File: config.mk
export PLATFORM = sky130hd
export DESIGN_NAME = adc_row_col_decoder_dem
export DESIGN_NICKNAME = d
export VERILOG_FILES = /design/src/rtl/adc_dec_pkg.sv /design/src/rtl/adc_serpentine_col_decoder.sv /design/src/rtl/adc_row_col_decoder_dem.sv
export SDC_FILE = /design/constraint.sdc
export NUM_CORES = 1
export LEC_CHECK = 0
export ABC_CLOCK_PERIOD_IN_PS = 2200
export BUFFER_PORTS_ARGS = -buffer_cell sky130_fd_sc_hd__buf_2
export CAP_MARGIN = 0
export CORE_MARGIN = 4
export CORE_UTILIZATION = 30
export CTS_CLUSTER_DIAMETER = 100
export DETAILED_ROUTE_END_ITERATION = 6
export SLEW_MARGIN = 10
export SYNTH_ARGS = -nofsm -noshare
export SYNTH_HDL_FRONTEND = slang
export SYNTH_HIERARCHICAL = 1
export SYNTH_SLANG_ARGS = --single-unit
File: constraint.sdc
create_clock -name clk -period 2.2 [get_ports clk]
set_input_delay 0.33 -clock clk [delete_from_list [all_inputs] [get_ports clk]]
set_output_delay 0.33 -clock clk [all_outputs]
set_load 0.1 [all_outputs]
File: src/rtl/adc_dec_pkg.sv
// ============================================================================
//  Module      : adc_dec_pkg
//  Description : Shared DEM mode encodings and width helper for the DAC decoders
//  Revision    : 1.0 - initial release
// ============================================================================
`default_nettype none

package adc_dec_pkg;

    localparam logic [1:0] DEM_OFF = 2'b00;
    localparam logic [1:0] DEM_ROT = 2'b01;
    localparam logic [1:0] DEM_DWA = 2'b10;

    function automatic int clog2(input int value);
        int bits;
        int rem;
        bits = 0;
        rem  = value - 1;
        while (rem > 0) begin
            bits = bits + 1;
            rem  = rem >> 1;
        end
        return bits;
    endfunction

endpackage

`default_nettype wire

File: src/rtl/adc_serpentine_col_decoder.sv
// ============================================================================
//  Module      : adc_serpentine_col_decoder
//  Description : Active-low column thermometer whose fill direction follows
//                the parity of the physical partial row (serpentine layout)
//  Revision    : 1.0 - initial release
// ============================================================================
`default_nettype none

module adc_serpentine_col_decoder
    import adc_dec_pkg::*;
#(
    parameter int COLS = 32,
    localparam int COL_BITS = clog2(COLS)
) (
    input  logic [COL_BITS-1:0] c,
    input  logic                p_odd,
    output logic [COLS-1:0]     col_out_n
);

    localparam logic [COLS-1:0] c_all_ones = '1;

    // c+1 can reach COLS, so the shift amount needs one extra bit
    logic [COL_BITS:0] w_shamt;

    assign w_shamt   = {1'b0, c} + (COL_BITS+1)'(1);
    assign col_out_n = p_odd ? (c_all_ones >> w_shamt) : (c_all_ones << w_shamt);

endmodule

`default_nettype wire

File: src/rtl/adc_row_col_decoder_dem.sv
// ============================================================================
//  Module      : adc_row_col_decoder_dem
//  Description : Registered row/column/binary-cell decoder for the SAR DAC
//                capacitor matrix with row-rotation dynamic element matching
//  Revision    : 1.0 - initial release
// ============================================================================
`default_nettype none

module adc_row_col_decoder_dem
    import adc_dec_pkg::*;
#(
    parameter int ROWS        = 16,
    parameter int COLS        = 32,
    parameter int BINCAP_BITS = 3,
    localparam int ROW_BITS   = clog2(ROWS),
    localparam int COL_BITS   = clog2(COLS),
    localparam int DATA_W     = ROW_BITS + COL_BITS + BINCAP_BITS
) (
    input  logic                   clk,
    input  logic                   rst,
    input  logic [DATA_W-1:0]      data_in,
    input  logic                   data_valid_in,
    input  logic                   conv_done_in,
    input  logic [1:0]             dem_mode_in,
    output logic [ROWS-1:0]        row_out_n,
    output logic [ROWS-1:0]        rowon_out_n,
    output logic [ROWS-1:0]        rowoff_out_n,
    output logic [COLS-1:0]        col_out_n,
    output logic [COLS-1:0]        col_out,
    output logic [BINCAP_BITS-1:0] bincap_out_n,
    output logic                   c0p_out_n,
    output logic                   c0n_out_n,
    output logic                   valid_out,
    output logic [ROW_BITS-1:0]    dem_ptr_out
);

    // Decode of code 0 with pointer 0
    localparam logic [ROWS-1:0] c_row_rst    = {{(ROWS-1){1'b1}}, 1'b0};
    localparam logic [ROWS-1:0] c_rowoff_rst = {{(ROWS-1){1'b0}}, 1'b1};
    localparam logic [COLS-1:0] c_col_n_rst  = {{(COLS-1){1'b1}}, 1'b0};

    logic [ROW_BITS-1:0]    w_r;
    logic [COL_BITS-1:0]    w_c;
    logic [BINCAP_BITS-1:0] w_bin;
    logic [ROW_BITS-1:0]    w_p;
    logic [ROW_BITS-1:0]    w_last_row_eff;
    logic [ROWS-1:0]        w_row_n;
    logic [ROWS-1:0]        w_rowon_n;
    logic [COLS-1:0]        w_col_n;

    logic [ROW_BITS-1:0]    r_ptr;
    logic [ROW_BITS-1:0]    r_last_row;
    logic [ROWS-1:0]        r_row_n;
    logic [ROWS-1:0]        r_rowon_n;
    logic [ROWS-1:0]        r_rowoff_n;
    logic [COLS-1:0]        r_col_n;
    logic [BINCAP_BITS-1:0] r_bin_n;
    logic                   r_valid;

    assign w_r   = data_in[DATA_W-1 -: ROW_BITS];
    assign w_c   = data_in[DATA_W-1-ROW_BITS -: COL_BITS];
    assign w_bin = data_in[BINCAP_BITS-1:0];
    assign w_p   = r_ptr + w_r;

    // A code arriving with the pulse counts as the last code of this conversion
    assign w_last_row_eff = data_valid_in ? w_r : r_last_row;

    // Rows are full when their distance past the pointer is below r
    for (genvar gi = 0; gi < ROWS; gi++) begin : g_row
        logic [ROW_BITS-1:0] w_rel;
        assign w_rel         = ROW_BITS'(gi) - r_ptr;
        assign w_rowon_n[gi] = !(w_rel < w_r);
        assign w_row_n[gi]   = (ROW_BITS'(gi) != w_p);
    end

    adc_serpentine_col_decoder #(
        .COLS (COLS)
    ) u_col_dec (
        .c         (w_c),
        .p_odd     (w_p[0]),
        .col_out_n (w_col_n)
    );

    always_ff @(posedge clk) begin
        if (rst) begin
            r_ptr      <= '0;
            r_last_row <= '0;
            r_row_n    <= c_row_rst;
            r_rowon_n  <= '1;
            r_rowoff_n <= c_rowoff_rst;
            r_col_n    <= c_col_n_rst;
            r_bin_n    <= '1;
            r_valid    <= 1'b0;
        end else begin
            r_valid <= data_valid_in;
            if (data_valid_in) begin
                r_row_n    <= w_row_n;
                r_rowon_n  <= w_rowon_n;
                r_rowoff_n <= ~(w_row_n & w_rowon_n);
                r_col_n    <= w_col_n;
                r_bin_n    <= ~w_bin;
                r_last_row <= w_r;
            end
            if (conv_done_in) begin
                case (dem_mode_in)
                    DEM_ROT: r_ptr <= r_ptr + ROW_BITS'(1);
                    DEM_DWA: r_ptr <= r_ptr + w_last_row_eff;
                    default: r_ptr <= r_ptr;
                endcase
            end
        end
    end

    assign row_out_n    = r_row_n;
    assign rowon_out_n  = r_rowon_n;
    assign rowoff_out_n = r_rowoff_n;
    assign col_out_n    = r_col_n;
    assign col_out      = ~r_col_n;
    assign bincap_out_n = r_bin_n;
    assign c0p_out_n    = 1'b0;
    assign c0n_out_n    = 1'b1;
    assign valid_out    = r_valid;
    assign dem_ptr_out  = r_ptr;

endmodule

`default_nettype wire

==> results of run 1 <==
layout make-up:
type	count	area, um2	share of cell area
well taps	234	293	0.0391
flip-flops and latches	92	1860	0.248
clock inverters	6	45.0	0.00601
multi-input cells	473	3500	0.467
clock buffers	10	229	0.0306
inverters	76	297	0.0396
repair buffers	210	1280	0.170
placed cells by master (no fill, tap or decap), types with 5 or more instances in the layout:
master,count
o21ai_0,30
buf_4,70
inv_1,70
or2_2,9
nor2_1,33
nand3_1,24
a21oi_1,14
dfxtp_1,88
a31oi_1,12
o311ai_0,6
o211ai_1,41
clkbuf_16,9
nand2_1,80
xnor2_1,7
nand2b_1,5
buf_2,136
nor3_1,8
a21o_1,12
nor2b_1,6
o21ai_1,7
mux2i_1,10
ha_1,45
and3_1,8
a211o_1,10
nand4_1,9
a211oi_1,12
metal layers:
layer / global-route usage / part of all wire
met5: 0 / 0
met4: 0.0489 / 0.014
met3: 0.0324 / 0.042
met2: 0.250 / 0.46
met1: 0.211 / 0.48
cell families after synthesis:
kind of cell	synth area share
other	0.00132
xor gates and xnor gates	0.0245
DFF	0.325
and+or+nand+nor	0.162
buffers and inverters	0.0946
muxes	0.0240
AOI/OAI and AO/OA	0.247
adders and majority gates	0.122
what timing repair did:
| action | in CTS | in global routing |
|---|---|---|
| resized for setup | 3 | 24 |
| setup buffers | 0 | 2 |
| pin swaps | 0 | 5 |
| endpoints found under the hold margin | 0 | 0 |
| setup endpoints to repair | 4 | 51 |
| cloned | 0 | 0 |
flip-flops by register name (all words and copies together), names as in the netlist:
signal / flops
bincap_out_n: 3
row_out_n: 16
dem_ptr_out: 4
col_out_n: 32
valid_out: 1
rowoff_out_n: 16
r_last_row: 4
rowon_out_n: 16
worst reg2reg max path, cell delays in order, from the launching register on:
cell and delay, ns:
dfxtp_4 0.37, ha_2 0.19, fa_2 0.39, xor2_2 0.31
buf_6 0.21, nand4_1 0.11, mux2_4 0.32, a21o_1 0.16
power by group through the flow:
stage               clock network [mW]  logic, mW  registers, mW
floorplan                            0       1.21           2.84
global placement                     0       2.72           1.91
detailed placement                   0       2.73           1.91
CTS                               1.51       2.74           1.87
global route                      1.59       2.96           1.89
finish                            1.46       2.80           1.87
final timing paths:
check                       from         endpoint  slack (ns)  depth (start not counted)
setup reg to reg  dem_ptr_out[0]    row_out_n[12]        0.05                          7
hold / removal        data_in[0]  bincap_out_n[0]        0.26                          4
hold reg to reg   rowon_out_n[1]   rowon_out_n[1]        0.46                          1
setup / recovery  dem_ptr_out[0]    row_out_n[12]        0.05                          7
stage by stage:
step | hold WS, ns | worst slack [ns] | instance area (um2) | std cells | power, mW
after global placement | 0.449 | -0.145 | 7070 | 1083 | 4.62
after CTS | 0.244 | 0.00150 | 7350 | 1099 | 6.12
after floorplan | 0.448 | -0.0456 | 5790 | 692 | 4.06
after global routing | 0.280 | -0.0824 | 7490 | 1101 | 6.43
after detailed placement | 0.452 | -0.202 | 7070 | 1083 | 4.64
final | 0.257 | 0.0467 | 7490 | 1101 | 6.13
==> results.json, run 1 <==
{
  "status": "complete, no violations",
  "yosysUniqueCellTypes": 65,
  "criticalPathCategory": "reg2reg",
  "synth_area_mm2": 0.00568,
  "start_util": 0.304,
  "clock_skew_ns": 0.0137,
  "wl_um": 16900,
  "finalCritPeriodShare": 0.979,
  "post-route-util": 0.402,
  "port_buffers": 137,
  "cp.arrival_ns": 2.40,
  "worst_pin_slew_ns": 0.588,
  "cts_buffers": 9,
  "overflow": 0,
  "final_antenna_net_count": 0,
  "synth_top_flop_cell": "dfxtp_1",
  "min_path_type": "in2reg",
  "switching_share": 0.471,
  "peakVddDrop_mv": 0.446,
  "worstSkewPairLatency_ns": 0.34,
  "ys_ff_latch": 92,
  "synth.top_cells.by_count": "dfxtp_1, nand2_1, inv_1",
  "rsz0062_at_grt": "true",
  "drcViolationCount": 0,
  "gp_congestion": 0.904,
  "fp-row-count": 50,
  "nFillCells": 1922,
  "crit_chain": "ha_2 > fa_2 > xor2_2 > buf_6 > nand4_1 > mux2_4 > a21o_1",
  "ios": 140,
  "power_frac_comb": 0.456,
  "clkPwrFrac": 0.238,
  "setup_viol": 0,
  "coreArea_mm2": 0.0186,
  "worst-path-buf-inv": 1,
  "area_delta_synth_final_pct": 32.0,
  "cts_tree": "built",
  "drv_cap": 0,
  "synth_nets": 764,
  "cp_max_fo": 11,
  "cp.required_ns": 2.44,
  "crit_slowest_cell": "fa_2",
  "dieArea_mm2": 0.0212,
  "cts_htree_levels": 3,
  "die_w_um": 146,
  "p_leak_nw": 3.50,
  "clock_sinks": 92,
  "fin_nets": 934,
  "die_h_um": 146,
  "grt_max_degree": 103,
  "power.density_mw_per_mm2": 818,
  "yosysWarnings": 6,
  "fin_crit_ns": 2.15,
  "synth_top_area_cell": "dfxtp_1",
  "crit_family": "adder cells",
  "yosys-top-cells-area": "dfxtp_1, ha_1, o211ai_1, nand2_1, inv_1",
  "synth_most_common_cell": "dfxtp_1",
  "drtIter0Drc": 286,
  "synthArstFlopShare": 0,
  "vias_per_cell": 4.95,
  "power.net_switching_mw": 2.89,
  "max_freq_mhz": 464,
  "antenna_found_initial": 0,
  "pwr-share-seq": 0.305,
  "diodes": 0,
  "drive_above_1_share": 0.326,
  "endpoint_kind": "flop",
  "synth_edf_count": 0,
  "place_hpwl_um": 13000,
  "wire_per_inst_um": 15.4,
  "tns_ns": 0,
  "grt_pass1_wl_um": 27400,
  "syn_area_per_cell_um2": 8.20,
  "worstSetupStartpointType": "flop",
  "hold_buffers": 0,
  "routed-via-count": 5453,
  "clockBufferDepth": 2,
  "track_usage": 0.156,
  "synthCells": 692,
  "drtPass1Iterations": 5,
  "drv_slew": 0,
  "slowest_delay_ns": 0.39,
  "slew_headroom": 0.603,
  "grt_pass1_vias": 5166,
  "synth_top_area_share": 0.325,
  "p_int_mw": 3.24,
  "cts_root_buffer": "clkbuf_16",
  "yosysSeqAreaShare": 0.325,
  "hold_viol": 0,
  "clkTransAtPathRegs_ns": 0.07
}
Note: power is estimated with default switching activity, not from simulation.
==> inputs of run 2 (changes only) <==
--- a/config.mk
+++ b/config.mk
@@ -17,3 +17,2 @@
 export SYNTH_HDL_FRONTEND = slang
-export SYNTH_HIERARCHICAL = 1
 export SYNTH_SLANG_ARGS = --single-unit
--- a/constraint.sdc
+++ b/constraint.sdc
@@ -3,2 +3,2 @@
 set_output_delay 0.33 -clock clk [all_outputs]
-set_load 0.1 [all_outputs]
+set_load 0.02 [all_outputs]
==> run 2 against run 1 <==
  * Sequential cell count stayed put
  * Clock skew fell by 0.0084 ns
  * Sequential share of layout area is 2.4 points higher
  * First-iteration DRC count up 8.7%
  * Synthesized cell count fell by 7.9%
  * Cell count shrank 6.7%
  * Sequential power about the same
  * Global-route usage grew 0.18 points
  * Critical path type unchanged
  * Clock power rose by 12%
  * Highest routed layer unchanged
  * Area after synthesis decreased by 7.8%
  * Via count is 9.4% lower
==> results.json, run 2 <==
{
  "status": "complete, no violations",
  "hold_depth": 4,
  "dieArea_mm2": 0.0196,
  "setup_viol": 0,
  "hold_buffers": 0,
  "fin_nets": 866,
  "timing.rr.start": "dem_ptr_out[1]",
  "coreArea_mm2": 0.0172,
  "overflow": 0,
  "die_h_um": 140,
  "antenna_found_initial": 0,
  "synth_area_mm2": 0.00523,
  "grt_pass1_vias": 4515,
  "drive_above_1_share": 0.291,
  "postLayoutSetupSlackWorst_ns": 0.107,
  "cts_htree_levels": 3,
  "power.density_mw_per_mm2": 722,
  "synthArstFlopShare": 0,
  "holdCritStartpoint": "data_in[0]",
  "drcViolationCount": 0,
  "die_w_um": 140,
  "worst_pin_slew_ns": 0.635,
  "yosys-top-cells-area": "dfxtp_1, ha_1, a21oi_1, nor2_1, inv_1",
  "port_buffers": 137,
  "start_util": 0.305,
  "gp_congestion": 0.980,
  "fp-row-count": 48,
  "diodes": 0,
  "crit_slowest_cell": "dfxtp_4",
  "drv_cap": 0,
  "synth_most_common_cell": "dfxtp_1",
  "routed-via-count": 4939,
  "clkTransAtPathRegs_ns": 0.07,
  "tns_ns": 0,
  "syn_area_per_cell_um2": 8.21,
  "clockBufferDepth": 2,
  "vias_per_cell": 4.81,
  "design_area_mm2": 0.00680,
  "nFillCells": 1828,
  "fin_crit_ns": 2.09,
  "ios": 140,
  "post-place-ws_ns": -0.0709,
  "worstSetupStartpointType": "flop",
  "slowest_delay_ns": 0.40,
  "hold_viol": 0,
  "final_common_cell": "buf_2",
  "crit_chain": "inv_1 > ha_1 > ha_1 > a21o_1 > a21oi_2 > o21ai_0 > a211o_1",
  "synth_edf_count": 0,
  "drtPass1Iterations": 6,
  "worstSkewPairLatency_ns": 0.34,
  "synth.top_cells.by_count": "dfxtp_1, nor2_1, inv_1",
  "synthCells": 637,
  "grt_max_degree": 62,
  "synth_top_area_share": 0.352,
  "cp.required_ns": 2.44,
  "endpoint_kind": "flop",
  "r2r_end": "rowon_out_n[8]",
  "place_hpwl_um": 12200,
  "largest_reg_flops": 32,
  "drv_slew": 0,
  "yosysUniqueCellTypes": 57,
  "synth_top_area_cell": "dfxtp_1",
  "hold_path_end": "bincap_out_n[0]",
  "yosysSeqAreaShare": 0.352,
  "peakVddDrop_mv": 0.382,
  "clock_skew_ns": 0.00529,
  "min_path_type": "in2reg",
  "finalCritPeriodShare": 0.951,
  "cts_root_buffer": "clkbuf_16",
  "power_mw": 4.91,
  "synth_nets": 706,
  "place_area_mm2": 0.00646,
  "synth_top_flop_cell": "dfxtp_1",
  "final_antenna_net_count": 0,
  "cts_tree": "built",
  "clock_sinks": 92,
  "slew_headroom": 0.577,
  "cp_max_fo": 8,
  "criticalPathCategory": "reg2reg",
  "yosysWarnings": 0,
  "drtIter0Drc": 311,
  "rrSetupSlack_ns": 0.11,
  "cts_buffers": 9,
  "ys_ff_latch": 92,
  "wl_um": 15700,
  "mostFrequentLayoutCells": "buf_2, dfxtp_1, nor2_1",
  "crit_path_frequent_cell": "ha_1",
  "wire_per_inst_um": 15.3,
  "cp.arrival_ns": 2.33,
  "reg2regPathDepth": 7,
  "rsz0062_at_grt": "false",
  "area_delta_synth_final_pct": 30.0,
  "grt_pass1_wl_um": 24900,
  "track_usage": 0.158,
  "p_leak_nw": 3.26,
  "max_freq_mhz": 478
}
[run 2: report_power, final]
group	total (mW)	leakage (nW)	internal [mW]	switching (mW)
clock network	1.64	0.151	0.998	0.646
logic	1.38	2.34	0.527	0.853
registers	1.89	0.763	1.80	0.0908
total	4.91	3.26	3.32	1.59
[run 2: worst max path at each step]
stage                              start                to  cells past startpoint
final                     dem_ptr_out[1]    rowon_out_n[8]                      7
after global routing      dem_ptr_out[1]  rowoff_out_n[12]                      9
after CTS                 dem_ptr_out[0]   rowoff_out_n[6]                      7
after detailed placement      data_in[8]   rowoff_out_n[7]                      8
after global placement        data_in[8]   rowoff_out_n[4]                      8
after floorplan           dem_ptr_out[0]   rowoff_out_n[7]                      7
[run 2: final cells by class]
cell class / instances / area, um2 / area share
clock buffers: 12 / 236 / 0.0348
clock inverters: 4 / 73.8 / 0.0108
inverters: 64 / 240 / 0.0353
multi-input cells: 439 / 3010 / 0.442
flip-flops and latches: 92 / 1850 / 0.271
well taps: 225 / 282 / 0.0414
repair buffers: 191 / 1120 / 0.164
[run 2: cell families (layout without fill, tap and decap cells)]
group / Yosys count / count (layout) / synth area share
compound gates: 183 / 183 / 0.231
fa+ha+maj: 51 / 51 / 0.126
xor+xnor: 17 / 17 / 0.0313
flops: 92 / 92 / 0.352
simple gates: 175 / 175 / 0.153
buf+inv: 106 / 271 / 0.0787
other cells: 2 / 2 / 0.00144
mux: 11 / 11 / 0.0270
[run 2: per-stage QoR]
stage                     utilization  hold slack [ns]  std cells
final                           0.396            0.252       1027
after global routing            0.396            0.281       1027
after CTS                       0.394            0.242       1026
after detailed placement        0.376            0.450       1010
after global placement          0.376            0.443       1010
after floorplan                     -            0.448        637
[run 2: worst max-delay path, delay by kind of cell, from the launching register on]
family	cells	cell delay [ns]
adder cells (fa/ha/maj)	2	0.59
AO/OA/AOI/OAI	4	0.89
flip-flops	1	0.40
buffers and inverters	1	0.11
[run 2: repair_timing]
action                                  4_1_cts  5_1_grt
setup buffers                                 0        1
endpoints found under the setup margin        0       38
resized for setup                             0        6
[run 2: layer usage]
| metal | share of wire | GRT usage | vias to the layer above |
|---|---|---|---|
| met1 | 0.45 | 0.210 | 2278 |
| met3 | 0.057 | 0.0341 | 14 |
| met5 | 0 | 0 | - |
| met2 | 0.47 | 0.262 | 134 |
| li1 | - | - | 2513 |
| met4 | 0.015 | 0.0367 | 0 |
